--- src/rtl/knn_rank_if.sv ---
// knn_rank_if: start/k request, per-channel fall pulses and the ranked-result bus
//   master: frame controller / upstream side (drives i_*, observes o_*)
//   slave : knn_rank itself (observes i_*, drives o_*)
// Optional o_first_idx exists only when KNN_RANK_FIRST_IDX_EN is defined.
interface knn_rank_if #(
  parameter int N_CH = 8,
  parameter int K_W  = 3
);
  localparam int CNT_W = $clog2(N_CH + 1);

  logic                 i_start;
  logic [K_W-1:0]       i_k;
  logic [N_CH-1:0]      i_fall;

  logic [N_CH-1:0]      o_nn;
  logic [N_CH-1:0]      o_knn;
  logic [CNT_W-1:0]     o_count;
  logic                 o_busy;
  logic                 o_done;
  logic                 o_timeout;

`ifdef KNN_RANK_FIRST_IDX_EN
  localparam int IDX_W = $clog2(N_CH);
  logic [IDX_W-1:0]     o_first_idx;

  modport master (
    output i_start, i_k, i_fall,
    input  o_nn, o_knn, o_count, o_busy, o_done, o_timeout, o_first_idx
  );

  modport slave (
    input  i_start, i_k, i_fall,
    output o_nn, o_knn, o_count, o_busy, o_done, o_timeout, o_first_idx
  );
`else
  modport master (
    output i_start, i_k, i_fall,
    input  o_nn, o_knn, o_count, o_busy, o_done, o_timeout
  );

  modport slave (
    input  i_start, i_k, i_fall,
    output o_nn, o_knn, o_count, o_busy, o_done, o_timeout
  );
`endif

endinterface

--- src/rtl/knn_rank.sv ---
// knn_rank: per-frame nearest / k-nearest detector over N_CH falling-edge channels.
// Latency: results register on the edge that samples i_fall; o_done is high the cycle after.
// Flow: no backpressure; i_start re-arms from any state, a frame ends on k reached or timeout.
//
// Ports:
//   clk, rst_n  - clock, asynchronous active-low reset
//   bus (slave) - i_start/i_k/i_fall in; o_nn/o_knn/o_count/o_busy/o_done/o_timeout out
// Optional: define KNN_RANK_FIRST_IDX_EN to add bus.o_first_idx (lowest set bit of o_nn).
module knn_rank #(
  parameter int N_CH  = 8,
  parameter int K_W   = 3,
  parameter int TMO_W = 8
) (
  input  logic       clk,
  input  logic       rst_n,
  knn_rank_if.slave  bus
);

  localparam int CNT_W = $clog2(N_CH + 1);
  // Comparison width wide enough for both the count and the k request.
  localparam int CMP_W = (CNT_W > K_W) ? CNT_W : K_W;
  // The counter reaches all-ones on the edge that ends the last armed cycle,
  // so the hit is detected while it still holds all-ones minus one.
  localparam logic [TMO_W-1:0] TMO_LAST = ~TMO_W'(1);

  typedef enum logic [1:0] {
    IDLE  = 2'd0,
    ARMED = 2'd1,
    DONE  = 2'd2
  } state_t;

  state_t            state;
  state_t            state_nxt;

  logic [N_CH-1:0]   mask;
  logic [CNT_W-1:0]  cnt_q;
  logic [K_W-1:0]    k_reg;
  logic              nn_captured;
  logic [TMO_W-1:0]  tmo_cnt;
  logic [N_CH-1:0]   nn_q;
  logic [N_CH-1:0]   knn_q;
  logic              timeout_q;

  logic [N_CH-1:0]   new_mask;
  logic [CNT_W-1:0]  new_cnt;
  logic              armed;
  logic              nn_hit;
  logic              k_hit;
  logic              tmo_hit;

  function automatic logic [CNT_W-1:0] popcnt(input logic [N_CH-1:0] v);
    logic [CNT_W-1:0] c;
    c = '0;
    for (int i = 0; i < N_CH; i++) begin
      c = c + CNT_W'(v[i]);
    end
    return c;
  endfunction

  // ---------------------------------------------------------------------------
  // Frame datapath terms
  // ---------------------------------------------------------------------------
  always_comb begin
    armed    = (state == ARMED);
    new_mask = mask | bus.i_fall;
    new_cnt  = popcnt(new_mask);
    nn_hit   = armed && !nn_captured && (new_mask != '0);
    k_hit    = armed && (CMP_W'(new_cnt) >= CMP_W'(k_reg));
    // Reaching k on the very last armed cycle counts as a normal finish.
    tmo_hit  = armed && !k_hit && (tmo_cnt == TMO_LAST);
  end

  // ---------------------------------------------------------------------------
  // FSM: state register
  // ---------------------------------------------------------------------------
  always_ff @(posedge clk or negedge rst_n) begin
    if (!rst_n) begin
      state <= IDLE;
    end else begin
      state <= state_nxt;
    end
  end

  // ---------------------------------------------------------------------------
  // FSM: next state
  // ---------------------------------------------------------------------------
  always_comb begin
    state_nxt = state;
    if (bus.i_start) begin
      // Restart from any state, including mid-frame (aborted frame gets no done).
      state_nxt = ARMED;
    end else begin
      case (state)
        IDLE:    state_nxt = IDLE;
        ARMED:   if (k_hit || tmo_hit) state_nxt = DONE;
        DONE:    state_nxt = IDLE;
        default: state_nxt = IDLE;
      endcase
    end
  end

  // ---------------------------------------------------------------------------
  // FSM: outputs
  // ---------------------------------------------------------------------------
  always_comb begin
    bus.o_busy = 1'b0;
    bus.o_done = 1'b0;
    case (state)
      ARMED:   bus.o_busy = 1'b1;
      DONE:    bus.o_done = 1'b1;
      default: ;
    endcase
  end

  // ---------------------------------------------------------------------------
  // Frame registers
  // ---------------------------------------------------------------------------
  always_ff @(posedge clk or negedge rst_n) begin
    if (!rst_n) begin
      mask        <= '0;
      cnt_q       <= '0;
      k_reg       <= '0;
      nn_captured <= 1'b0;
      tmo_cnt     <= '0;
      nn_q        <= '0;
      knn_q       <= '0;
      timeout_q   <= 1'b0;
    end else if (bus.i_start) begin
      // Fall pulses in the start cycle are deliberately dropped.
      mask        <= '0;
      cnt_q       <= '0;
      k_reg       <= (bus.i_k == '0) ? K_W'(1) : bus.i_k;
      nn_captured <= 1'b0;
      tmo_cnt     <= '0;
      nn_q        <= '0;
      knn_q       <= '0;
      timeout_q   <= 1'b0;
    end else if (armed) begin
      mask    <= new_mask;
      cnt_q   <= new_cnt;
      tmo_cnt <= tmo_cnt + TMO_W'(1);
      // Ties on the first arrival cycle all land in o_nn.
      if (nn_hit) begin
        nn_q        <= new_mask;
        nn_captured <= 1'b1;
      end
      // Whole mask is latched, so channels tied on the k-th arrival may push
      // popcount(o_knn) above k.
      if (k_hit) begin
        knn_q <= new_mask;
      end
      if (tmo_hit) begin
        timeout_q <= 1'b1;
      end
    end
  end

  assign bus.o_nn      = nn_q;
  assign bus.o_knn     = knn_q;
  assign bus.o_count   = cnt_q;
  assign bus.o_timeout = timeout_q;

`ifdef KNN_RANK_FIRST_IDX_EN
  localparam int IDX_W = $clog2(N_CH);

  logic [IDX_W-1:0] first_idx_q;
  logic [IDX_W-1:0] new_first_idx;

  // Priority scan from the top so the lowest set index wins.
  always_comb begin
    new_first_idx = '0;
    for (int i = N_CH - 1; i >= 0; i--) begin
      if (new_mask[i]) new_first_idx = IDX_W'(i);
    end
  end

  always_ff @(posedge clk or negedge rst_n) begin
    if (!rst_n) begin
      first_idx_q <= '0;
    end else if (bus.i_start) begin
      first_idx_q <= '0;
    end else if (nn_hit) begin
      first_idx_q <= new_first_idx;
    end
  end

  assign bus.o_first_idx = first_idx_q;
`endif

endmodule

--- src/flat_wrapper.sv ---
// flat-port wrapper written by rule: the top's interface ports become plain ports
module knn_rank_flat 
#(
  parameter int N_CH  = 8,
  parameter int K_W   = 3,
  parameter int TMO_W = 8
)
  (clk, rst_n, bus_i_start, bus_i_k, bus_i_fall, bus_o_nn, bus_o_knn, bus_o_count, bus_o_busy, bus_o_done, bus_o_timeout);
  knn_rank_if #(.N_CH(N_CH), .K_W(K_W)) bus_i ();
  input  logic clk;
  input  logic rst_n;
  input wire logic [$bits(bus_i.i_start)-1:0] bus_i_start;
  input wire logic [$bits(bus_i.i_k)-1:0] bus_i_k;
  input wire logic [$bits(bus_i.i_fall)-1:0] bus_i_fall;
  output wire logic [$bits(bus_i.o_nn)-1:0] bus_o_nn;
  output wire logic [$bits(bus_i.o_knn)-1:0] bus_o_knn;
  output wire logic [$bits(bus_i.o_count)-1:0] bus_o_count;
  output wire logic [$bits(bus_i.o_busy)-1:0] bus_o_busy;
  output wire logic [$bits(bus_i.o_done)-1:0] bus_o_done;
  output wire logic [$bits(bus_i.o_timeout)-1:0] bus_o_timeout;
  assign bus_i.i_start = bus_i_start;
  assign bus_i.i_k = bus_i_k;
  assign bus_i.i_fall = bus_i_fall;
  assign bus_o_nn = bus_i.o_nn;
  assign bus_o_knn = bus_i.o_knn;
  assign bus_o_count = bus_i.o_count;
  assign bus_o_busy = bus_i.o_busy;
  assign bus_o_done = bus_i.o_done;
  assign bus_o_timeout = bus_i.o_timeout;
  knn_rank #(.N_CH(N_CH), .K_W(K_W), .TMO_W(TMO_W)) u_core (.clk(clk), .rst_n(rst_n), .bus(bus_i));
endmodule
--- config.mk ---
export PLATFORM = sky130hd
export DESIGN_NAME = knn_rank_flat
export DESIGN_NICKNAME = d
export VERILOG_FILES = /design/src/rtl/knn_rank_if.sv /design/src/rtl/knn_rank.sv /design/src/flat_wrapper.sv
export SDC_FILE = /design/constraint.sdc
export NUM_CORES = 1
export LEC_CHECK = 0
export ABC_AREA = 1
export CAP_MARGIN = 10
export CORE_ASPECT_RATIO = 1.1
export CORE_MARGIN = 3
export CORE_UTILIZATION = 50
export DETAILED_ROUTE_END_ITERATION = 7
export HOLD_SLACK_MARGIN = 0.08
export PLACE_DENSITY = 0.76
export SYNTH_ARGS = -nofsm -noshare
export SYNTH_HDL_FRONTEND = slang
export SYNTH_SLANG_ARGS = --single-unit
--- constraint.sdc ---
create_clock -name clk -period 5 [get_ports clk]
set_input_delay 1 -clock clk [delete_from_list [all_inputs] [get_ports clk]]
set_output_delay 1 -clock clk [all_outputs]
set_load 0.01 [all_outputs]
== Word level (Yosys, flattened, before mapping) ==
Cells that the tools add are included.
Cells by class
  add/sub/neg operators: 8
  magnitude comparators: 1
  equal/unequal tests: 4
  mux-type cells: 24
  bitwise logic cells: 1
  reductions and logical operators: 17
Operators with widths (number)
  two-way mux 8 bit: 10
  adder 4 x 1 -> 4 bit: 6
  adder 8 x 1 -> 8 bit, second input constant: 1
  equality test 8 bit, second input constant: 1
  two-way mux 1 bit: 8
  two-way mux 4 bit: 2
  bitwise OR 8 bit: 1
  nonzero test 2 bit: 4
  nonzero test 8 bit: 1
  two-way mux 2 bit: 3
  AND reduction 2 bit: 3
  logical AND 1 bit: 5
  >= comparator 4 x 3 -> 1 bit: 1
  logical NOT 3 bit: 1
  two-way mux 3 bit: 1
  inequality test 3 bit, second input constant: 1
  adder 1 x 1 -> 2 bit: 1
  equality test 2 x 1 -> 1 bit, second input constant: 1
  equality test 2 bit, second input constant: 1
  logical NOT 1 bit: 2
  logical OR 1 bit: 1
Word-level totals
  bits in registers: 43
  input port bits: 14
  output and inout port bits: 23

== Longest topological paths before layout ==
Gate-level depths: netlist (run 1).
  word-level depth: 17
  mapped depth: 18
  depth with buffers taken out: 18

== Worst setup path after synthesis (run 1) ==
OpenSTA, ideal clock, no wires.
  path kind: input-to-reg
  start point: in bus_i_fall[1]
  end point: reg u_core.knn_q[0], in the netlist u_core.bus.o_knn[0]
  setup time: 0.065 ns
  data arrival time: 4.172 ns
  path slack: 0.763 ns
  stages on the path: 16
  path buffers: 0
  cells stage by stage: nor2_1 ha_1 inv_1 fa_1 fa_1 inv_1 fa_1 fa_1 xnor2_1 inv_1 ha_1 nand2_1 nand3_1 nand2_2 nand2_1 nand2_1
On the way
  word-level cells in the longest chain between the ends: 12
Ends and longest elaborated chain
  start: declaration: line flat_wrapper.sv:14  | input wire logic [$bits(bus_i.i_fall)-1:0] bus_i_fall;
  bitwise OR 8 bit: line knn_rank.sv:65  | new_mask = mask | bus.i_fall;
  adder 1 x 1 -> 2 bit: line knn_rank.sv:55  | c = c + CNT_W'(v[i]);
  adder 4 x 1 -> 4 bit (6 in a row): line knn_rank.sv:55
  >= comparator 4 x 3 -> 1 bit: line knn_rank.sv:68  | k_hit = armed && (CMP_W'(new_cnt) >= CMP_W'(k_reg));
  logical AND 1 bit: line knn_rank.sv:68
  nonzero test 2 bit (no source line)
  AND reduction 2 bit (no source line)
  end signal: assignment: line knn_rank.sv:150  | knn_q <= new_mask;
  end: declaration: line knn_rank.sv:41  | logic [N_CH-1:0] knn_q;
No other way between the ends.
A chain may end at the register's enable or synchronous reset.

== Worst setup path after layout (run 1) ==
  start point: in bus_i_fall[1]
  end point: reg u_core.knn_q[6], in the netlist u_core.bus.o_knn[6]
Same word-level chain as after synthesis.

==> results of run 1 <==
## cells by family (layout without fill, tap and decap cells)
kind of cell / after synthesis / after routing / share of synthesized area
buffers and inverters: 32 / 73 / 0.06339
adder cells (fa/ha/maj): 13 / 13 / 0.08795
AO/OA/AOI/OAI: 29 / 29 / 0.07482
flip-flops: 43 / 43 / 0.4911
XOR/XNOR: 1 / 1 / 0.003998
AND/OR/NAND/NOR: 129 / 129 / 0.2787
## power by group through the flow
stage / logic, µW / clock network [µW] / registers (µW)
finish: 665 / 278 / 487
global route: 761 / 295 / 498
CTS: 674 / 283 / 487
detailed placement: 667 / 0 / 494
global placement: 651 / 0 / 492
floorplan: 421 / 0 / 509
## worst paths after layout
path | startpoint | cells past startpoint | slack [ns] | endpoint
hold reg to reg | u_core.bus.o_knn[5]$_DFFE_PN0P_ | 2 | 0.48 | u_core.bus.o_knn[5]$_DFFE_PN0P_
min in group asynchronous | rst_n | 1 | 0.84 | u_core.bus.o_nn[4]$_DFFE_PN0P_
hold / removal | u_core.bus.o_knn[5]$_DFFE_PN0P_ | 2 | 0.48 | u_core.bus.o_knn[5]$_DFFE_PN0P_
setup / recovery | bus_i_fall[1] | 17 | 0.49 | u_core.bus.o_knn[6]$_DFFE_PN0P_
max in group asynchronous | rst_n | 1 | 3.58 | u_core.tmo_cnt[0]$_DFFE_PN0P_
setup reg to reg | u_core.mask[1]$_DFFE_PN0P_ | 16 | 1.22 | u_core.bus.o_knn[6]$_DFFE_PN0P_
## area by class of cell
| cell class | instances | area [µm²] |
|---|---|---|
| fillers | 363 | 1378 |
| flip-flops and latches | 43 | 1076 |
| multi-input cells | 172 | 975.9 |
| repair buffers | 38 | 370.4 |
| inverters | 27 | 101.3 |
| clock buffers | 6 | 82.58 |
| well taps | 52 | 65.06 |
| clock inverters | 2 | 35.03 |
## through the flow
stage	area (µm²)	hold WS, ns	setup slack (ns)
2_1_floorplan	2191	0.4552	0.7631
5_1_grt	2706	0.4985	0.1983
3_3_place_gp	2589	0.4613	0.2650
6_report	2706	0.4794	0.4910
3_5_place_dp	2589	0.4648	0.1806
4_1_cts	2706	0.4844	0.4659
## cell usage after synthesis (all sizes together)
library cell | count | area [µm²]
buf | 5 | 37.53
nand4 | 5 | 31.28
o21bai | 1 | 7.510
nor2 | 29 | 151.4
ha | 9 | 112.6
nand3 | 20 | 100.1
a31oi | 2 | 18.77
a21oi | 3 | 15.01
a22o | 2 | 17.52
xnor2 | 1 | 8.760
inv | 27 | 101.4
dfrtp | 43 | 1076
nand2 | 72 | 305.3
o21ai | 21 | 105.1
nand3b | 1 | 7.510
fa | 4 | 80.08
nor3 | 2 | 15.01
## per-layer routing
layer / wire length [µm] / track usage / share of wire
met5: 0 / 0 / 0
met4: 53 / 0.05857 / 0.012
met3: 192 / 0.04354 / 0.043
met2: 2177 / 0.3167 / 0.49
met1: 2050 / 0.2399 / 0.46
## worst max-delay path, delay by kind of cell
family | cells | cell delay [ns]
AND/OR/NAND/NOR | 6 | 0.75
XOR/XNOR | 1 | 0.18
adder cells (fa/ha/maj) | 6 | 2.25
buffers and inverters | 4 | 0.57
## cells in the final DEF (no fill, tap or decap), drive strengths merged
| master | netlist | routed |
|---|---|---|
| a21oi | 3 | 3 |
| a22o | 2 | 2 |
| a31oi | 2 | 2 |
| buf | 5 | 3 |
| bufinv | 0 | 1 |
| clkbuf | 0 | 6 |
| clkdlybuf4s50 | 0 | 35 |
| clkinv | 0 | 1 |
| dfrtp | 43 | 43 |
| fa | 4 | 4 |
| ha | 9 | 9 |
| inv | 27 | 27 |
| nand2 | 72 | 72 |
| nand3 | 20 | 20 |
| nand3b | 1 | 1 |
| nand4 | 5 | 5 |
| nor2 | 29 | 29 |
| nor3 | 2 | 2 |
| o21ai | 21 | 21 |
| o21bai | 1 | 1 |
| xnor2 | 1 | 1 |
==> flow_summary.json, run 1 <==
{
  "tritoncts_num_sinks": 43,
  "postCtsHoldBufs": 0,
  "chipHeight_um": 75.43,
  "finalCoreUtilization": 0.6627,
  "area.growth.synth_to_final_pct": 23.53,
  "antenna_cells_inserted": 0,
  "timing.critical_path.required_ns": 5.23,
  "drt-pass1-iter-count": 4,
  "slew-limit-headroom": 0.3760,
  "ant_nets": 0,
  "critical_path.max_fanout": 8,
  "worst-slew-pin-transition_ns": 0.9360,
  "p_switching_uw": 557.1,
  "pin_count_of_the_biggest_net_entering_global_routing": 44,
  "antenna_found_initial": 0,
  "input_output_buffers": 36,
  "fmax_mhz": 221.8,
  "fin_cells": 340,
  "detailedPlacementHpwl_um": 3239,
  "global_route.overflow_total": 0,
  "pin_count": 37,
  "power.leakage_uw": 0.001295,
  "hold_viol_final": 0,
  "worstSetupStartpointType": "input pin",
  "finalMaxSlewViolations": 0,
  "hold_class": "flop to flop",
  "intPower_uw": 872.1,
  "cpMaxStageDelayCell": "fa_1",
  "ctsHtreeMaxLevel": 2,
  "synth_sequential_area_ratio": 0.4911,
  "buffer_cell_driving_the_clock_tree_root": "clkbuf_8",
  "comb_power_share": 0.465,
  "share_clk_of_total_power": 0.195,
  "vdd_drop_max_mv": 0.3873,
  "p_seq_frac": 0.340,
  "drtIter0Drc": 118,
  "synth_nets": 274,
  "start_util": 0.5365,
  "drc_errors": 0,
  "post-place-cells": 332,
  "worstPathCellList": "clkdlybuf4s50_1 > nor2_1 > ha_1 > inv_1 > fa_1 > fa_1 > inv_1 > fa_1 > fa_1 > xnor2_1 > inv_1 > ha_1 > nand2_1 > nand3_1 > nand2_2 > nand2_1 > nand2_1",
  "cellPowerDensity_nw_per_um2": 528.1,
  "ys_warn_count": 0,
  "globalplace.congestion": 0.7943,
  "syn_area_um2": 2191,
  "post_cts_resized": 0,
  "die_area_um2": 5213,
  "crit_path_capture_type": "flop",
  "period_share": 0.9018,
  "cts_tree": "built",
  "via_count": 1760,
  "clock_latency_late_sink_ns": 0.29,
  "syn_inst": 247,
  "path_class": "input pin to flop",
  "slowest_delay_ns": 0.51,
  "period_minus_slack_ns": 4.509,
  "wire_length_after_detailed_routing_um": 4474,
  "tritoncts_buffers": 5,
  "cts.reportedPaths.clkPinSlew_ns": 0.08,
  "first_global_vias": 1670,
  "placement_rows": 24,
  "drv.max_cap_violation_count": 0,
  "post_route_cells_drive_above_1_share": 0.1146,
  "route.detailed.vias_per_inst": 5.176,
  "swShare": 0.3898,
  "grt_pass1_wl_um": 7728,
  "final.setup.tns_ns": 0,
  "final-setup-viol-count": 0,
  "number_of_storage_elements_in_the_synthesis_netlist": 43,
  "clk_path_buf_depth": 2,
  "die-width_um": 69.12,
  "cts_setup_buffers": 0,
  "skew_ns": 0.003824,
  "syn_area_per_cell_um2": 8.870,
  "yosysUniqueCellTypes": 26,
  "final_total_pwr_uw": 1429,
  "cell_repeated_most_along_the_worst_path": "fa_1",
  "status": "completed",
  "arrival_ns": 4.74,
  "final_net_count": 314,
  "wl_per_cell_um": 13.16,
  "grtUsageTotal": 0.1859,
  "core-area_um2": 4084,
  "grt_setup_unrepaired": "false"
}
Note: power is estimated with default switching activity, not from simulation.
==> run 2: changes to the inputs <==
--- a/config.mk
+++ b/config.mk
@@ -11,6 +11,7 @@
 export CORE_MARGIN = 3
 export CORE_UTILIZATION = 50
 export DETAILED_ROUTE_END_ITERATION = 7
+export GPL_ROUTABILITY_DRIVEN = 0
 export HOLD_SLACK_MARGIN = 0.08
 export PLACE_DENSITY = 0.76
 export SYNTH_ARGS = -nofsm -noshare
==> results of run 2 <==
Final layout, timing and power as in run 1 (identical DEF).
==> run 3: changes to the inputs <==
--- a/config.mk
+++ b/config.mk
@@ -10,10 +10,13 @@
 export CORE_ASPECT_RATIO = 1.1
 export CORE_MARGIN = 3
 export CORE_UTILIZATION = 50
+export CTS_BUF_LIST = sky130_fd_sc_hd__clkbuf_8
 export DETAILED_ROUTE_END_ITERATION = 7
 export GPL_ROUTABILITY_DRIVEN = 0
 export HOLD_SLACK_MARGIN = 0.08
 export PLACE_DENSITY = 0.76
+export REMOVE_ABC_BUFFERS = 1
 export SYNTH_ARGS = -nofsm -noshare
 export SYNTH_HDL_FRONTEND = slang
 export SYNTH_SLANG_ARGS = --single-unit
+export TNS_END_PERCENT = 20
==> run 3 against run 2 <==
First-iteration DRC count increased by 4.2%. Cell count unchanged. Global-route usage increased by 0.30 points. Worst hold slack improved by 0.010 ns. Worst setup slack got worse by 0.028 ns. Die area unchanged. Via count decreased by 1.6%. Wire length decreased by 1.0%. Maximum frequency decreased by 0.61%.
==> flow_summary.json, run 3 (synthesis results as in run 1) <==
{
  "core-area_um2": 4084,
  "post_route_cells_drive_above_1_share": 0.1111,
  "cellPowerDensity_nw_per_um2": 508.3,
  "post-place-ws_ns": 0.1551,
  "clk_path_buf_depth": 2,
  "period_share": 0.9074,
  "die_area_um2": 5213,
  "slew-limit-headroom": 0.3701,
  "finalCoreUtilization": 0.6547,
  "final_cell_mix": "nand2_1, dfrtp_1, clkdlybuf4s50_1",
  "cell_repeated_most_along_the_worst_path": "fa_1",
  "drt-pass1-iter-count": 4,
  "p_seq_frac": 0.359,
  "cts_setup_buffers": 0,
  "via_count": 1731,
  "area.growth.synth_to_final_pct": 22.04,
  "post_cts_resized": 0,
  "wl_per_cell_um": 13.02,
  "p_switching_uw": 554.4,
  "route.detailed.vias_per_inst": 5.091,
  "fin_hold_ws_ns": 0.4895,
  "swShare": 0.4079,
  "multiInputGateArea_um2": 975.9,
  "path_class": "input pin to flop",
  "global_route.overflow_total": 0,
  "clock_latency_late_sink_ns": 0.30,
  "detailedPlacementHpwl_um": 3261,
  "power.leakage_uw": 0.001279,
  "final-seq-area_um2": 1076,
  "worstSetupStartpointType": "input pin",
  "die-width_um": 69.12,
  "tritoncts_num_sinks": 43,
  "share_clk_of_total_power": 0.156,
  "critical_path.top_delay_family": "adder cells",
  "critical_path.max_fanout": 8,
  "postCtsHoldBufs": 0,
  "input_output_buffers": 36,
  "drv.max_cap_violation_count": 0,
  "tritoncts_buffers": 5,
  "antenna_found_initial": 0,
  "hold_class": "flop to flop",
  "intPower_uw": 804.8,
  "layout_commonest_cell": "nand2_1",
  "arrival_ns": 4.77,
  "cts_tree": "built",
  "cts.reportedPaths.clkPinSlew_ns": 0.08,
  "fillCellCount": 333,
  "wp_buf_inv": 4,
  "first_global_vias": 1670,
  "drtIter0Drc": 123,
  "vdd_drop_max_mv": 0.3383,
  "final-setup-viol-count": 0,
  "final.setup.tns_ns": 0,
  "pin_count_of_the_biggest_net_entering_global_routing": 44,
  "status": "completed",
  "buffer_cell_driving_the_clock_tree_root": "clkbuf_8",
  "timing.critical_path.required_ns": 5.23,
  "start_util": 0.5365,
  "antenna_cells_inserted": 0,
  "finalMaxSlewViolations": 0,
  "ant_nets": 0,
  "hold_viol_final": 0,
  "wire_length_after_detailed_routing_um": 4428,
  "comb_power_share": 0.486,
  "ctsHtreeMaxLevel": 2,
  "worst-slew-pin-transition_ns": 0.9448,
  "worstPathCellList": "clkdlybuf4s50_1 > nor2_1 > ha_1 > inv_1 > fa_1 > fa_1 > inv_1 > fa_1 > fa_1 > xnor2_1 > inv_1 > ha_1 > nand2_1 > nand3_1 > nand2_2 > nand2_1 > nand2_1",
  "cpMaxStageDelayCell": "fa_1",
  "fin_ws_ns": 0.4631,
  "pin_count": 37,
  "grt_setup_unrepaired": "false",
  "fmax_mhz": 220.4,
  "drc_errors": 0,
  "skew_ns": 0.01050,
  "final_total_pwr_uw": 1359,
  "grt_pass1_wl_um": 7603,
  "chipHeight_um": 75.43,
  "slowest_delay_ns": 0.51,
  "crit_path_capture_type": "flop",
  "placement_rows": 24,
  "final_net_count": 314,
  "grtUsageTotal": 0.1888,
  "period_minus_slack_ns": 4.537
}
[run 3: final cells by class]
| class | instances | share of cell area |
|---|---|---|
| Sequential cell | 43 | 0.4024 |
| Clock inverter | 3 | 0.006083 |
| Clock buffer | 5 | 0.02574 |
| Inverter | 27 | 0.03790 |
| Timing Repair Buffer | 38 | 0.1385 |
| Multi-Input combinational cell | 172 | 0.3650 |
| Tap cell | 52 | 0.02433 |
[run 3: worst min-delay path, cell delays in order (launching register included)]
cell     delay (ns)
dfrtp_1        0.36
nand2_1        0.06
nand2_1        0.05
[run 3: routing by layer]
| metal | track usage | wire length (µm) | part of all wire | vias up |
|---|---|---|---|---|
| met4 | 0.08243 | 68 | 0.015 | 0 |
| li1 | - | - | - | 873 |
| met2 | 0.3146 | 2054 | 0.46 | 49 |
| met3 | 0.04485 | 251 | 0.057 | 6 |
| met1 | 0.2401 | 2053 | 0.46 | 803 |
| met5 | 0 | 0 | 0 | - |
[run 3: worst paths after layout]
kind                                                       from                              end  slack (ns)  depth (start not counted)
max in group asynchronous                                 rst_n       u_core.mask[6]$_DFFE_PN0P_        3.56                          1
min in group asynchronous                                 rst_n    u_core.tmo_cnt[3]$_DFFE_PN0P_        0.84                          1
worst max register to register       u_core.mask[1]$_DFFE_PN0P_  u_core.bus.o_knn[4]$_DFFE_PN0P_        1.20                         16
worst max-delay path                              bus_i_fall[0]  u_core.bus.o_knn[4]$_DFFE_PN0P_        0.46                         17
worst min register to register  u_core.bus.o_knn[6]$_DFFE_PN0P_  u_core.bus.o_knn[6]$_DFFE_PN0P_        0.49                          2
worst min-delay path            u_core.bus.o_knn[6]$_DFFE_PN0P_  u_core.bus.o_knn[6]$_DFFE_PN0P_        0.49                          2
[run 3: power groups by stage]
stage | clock [µW] | sequential (µW) | combinational, µW
floorplan | 0 | 509 | 411
global placement | 0 | 491 | 651
detailed placement | 0 | 493 | 664
CTS | 220 | 487 | 668
global route | 230 | 496 | 757
finish | 212 | 488 | 660
[run 3: through the flow]
| step | instances | instance area [µm²] |
|---|---|---|
| finish | 340 | 2674 |
| global route | 340 | 2674 |
| global placement | 332 | 2589 |
| CTS | 340 | 2674 |
| floorplan | 242 | 2153 |
| detailed placement | 332 | 2589 |
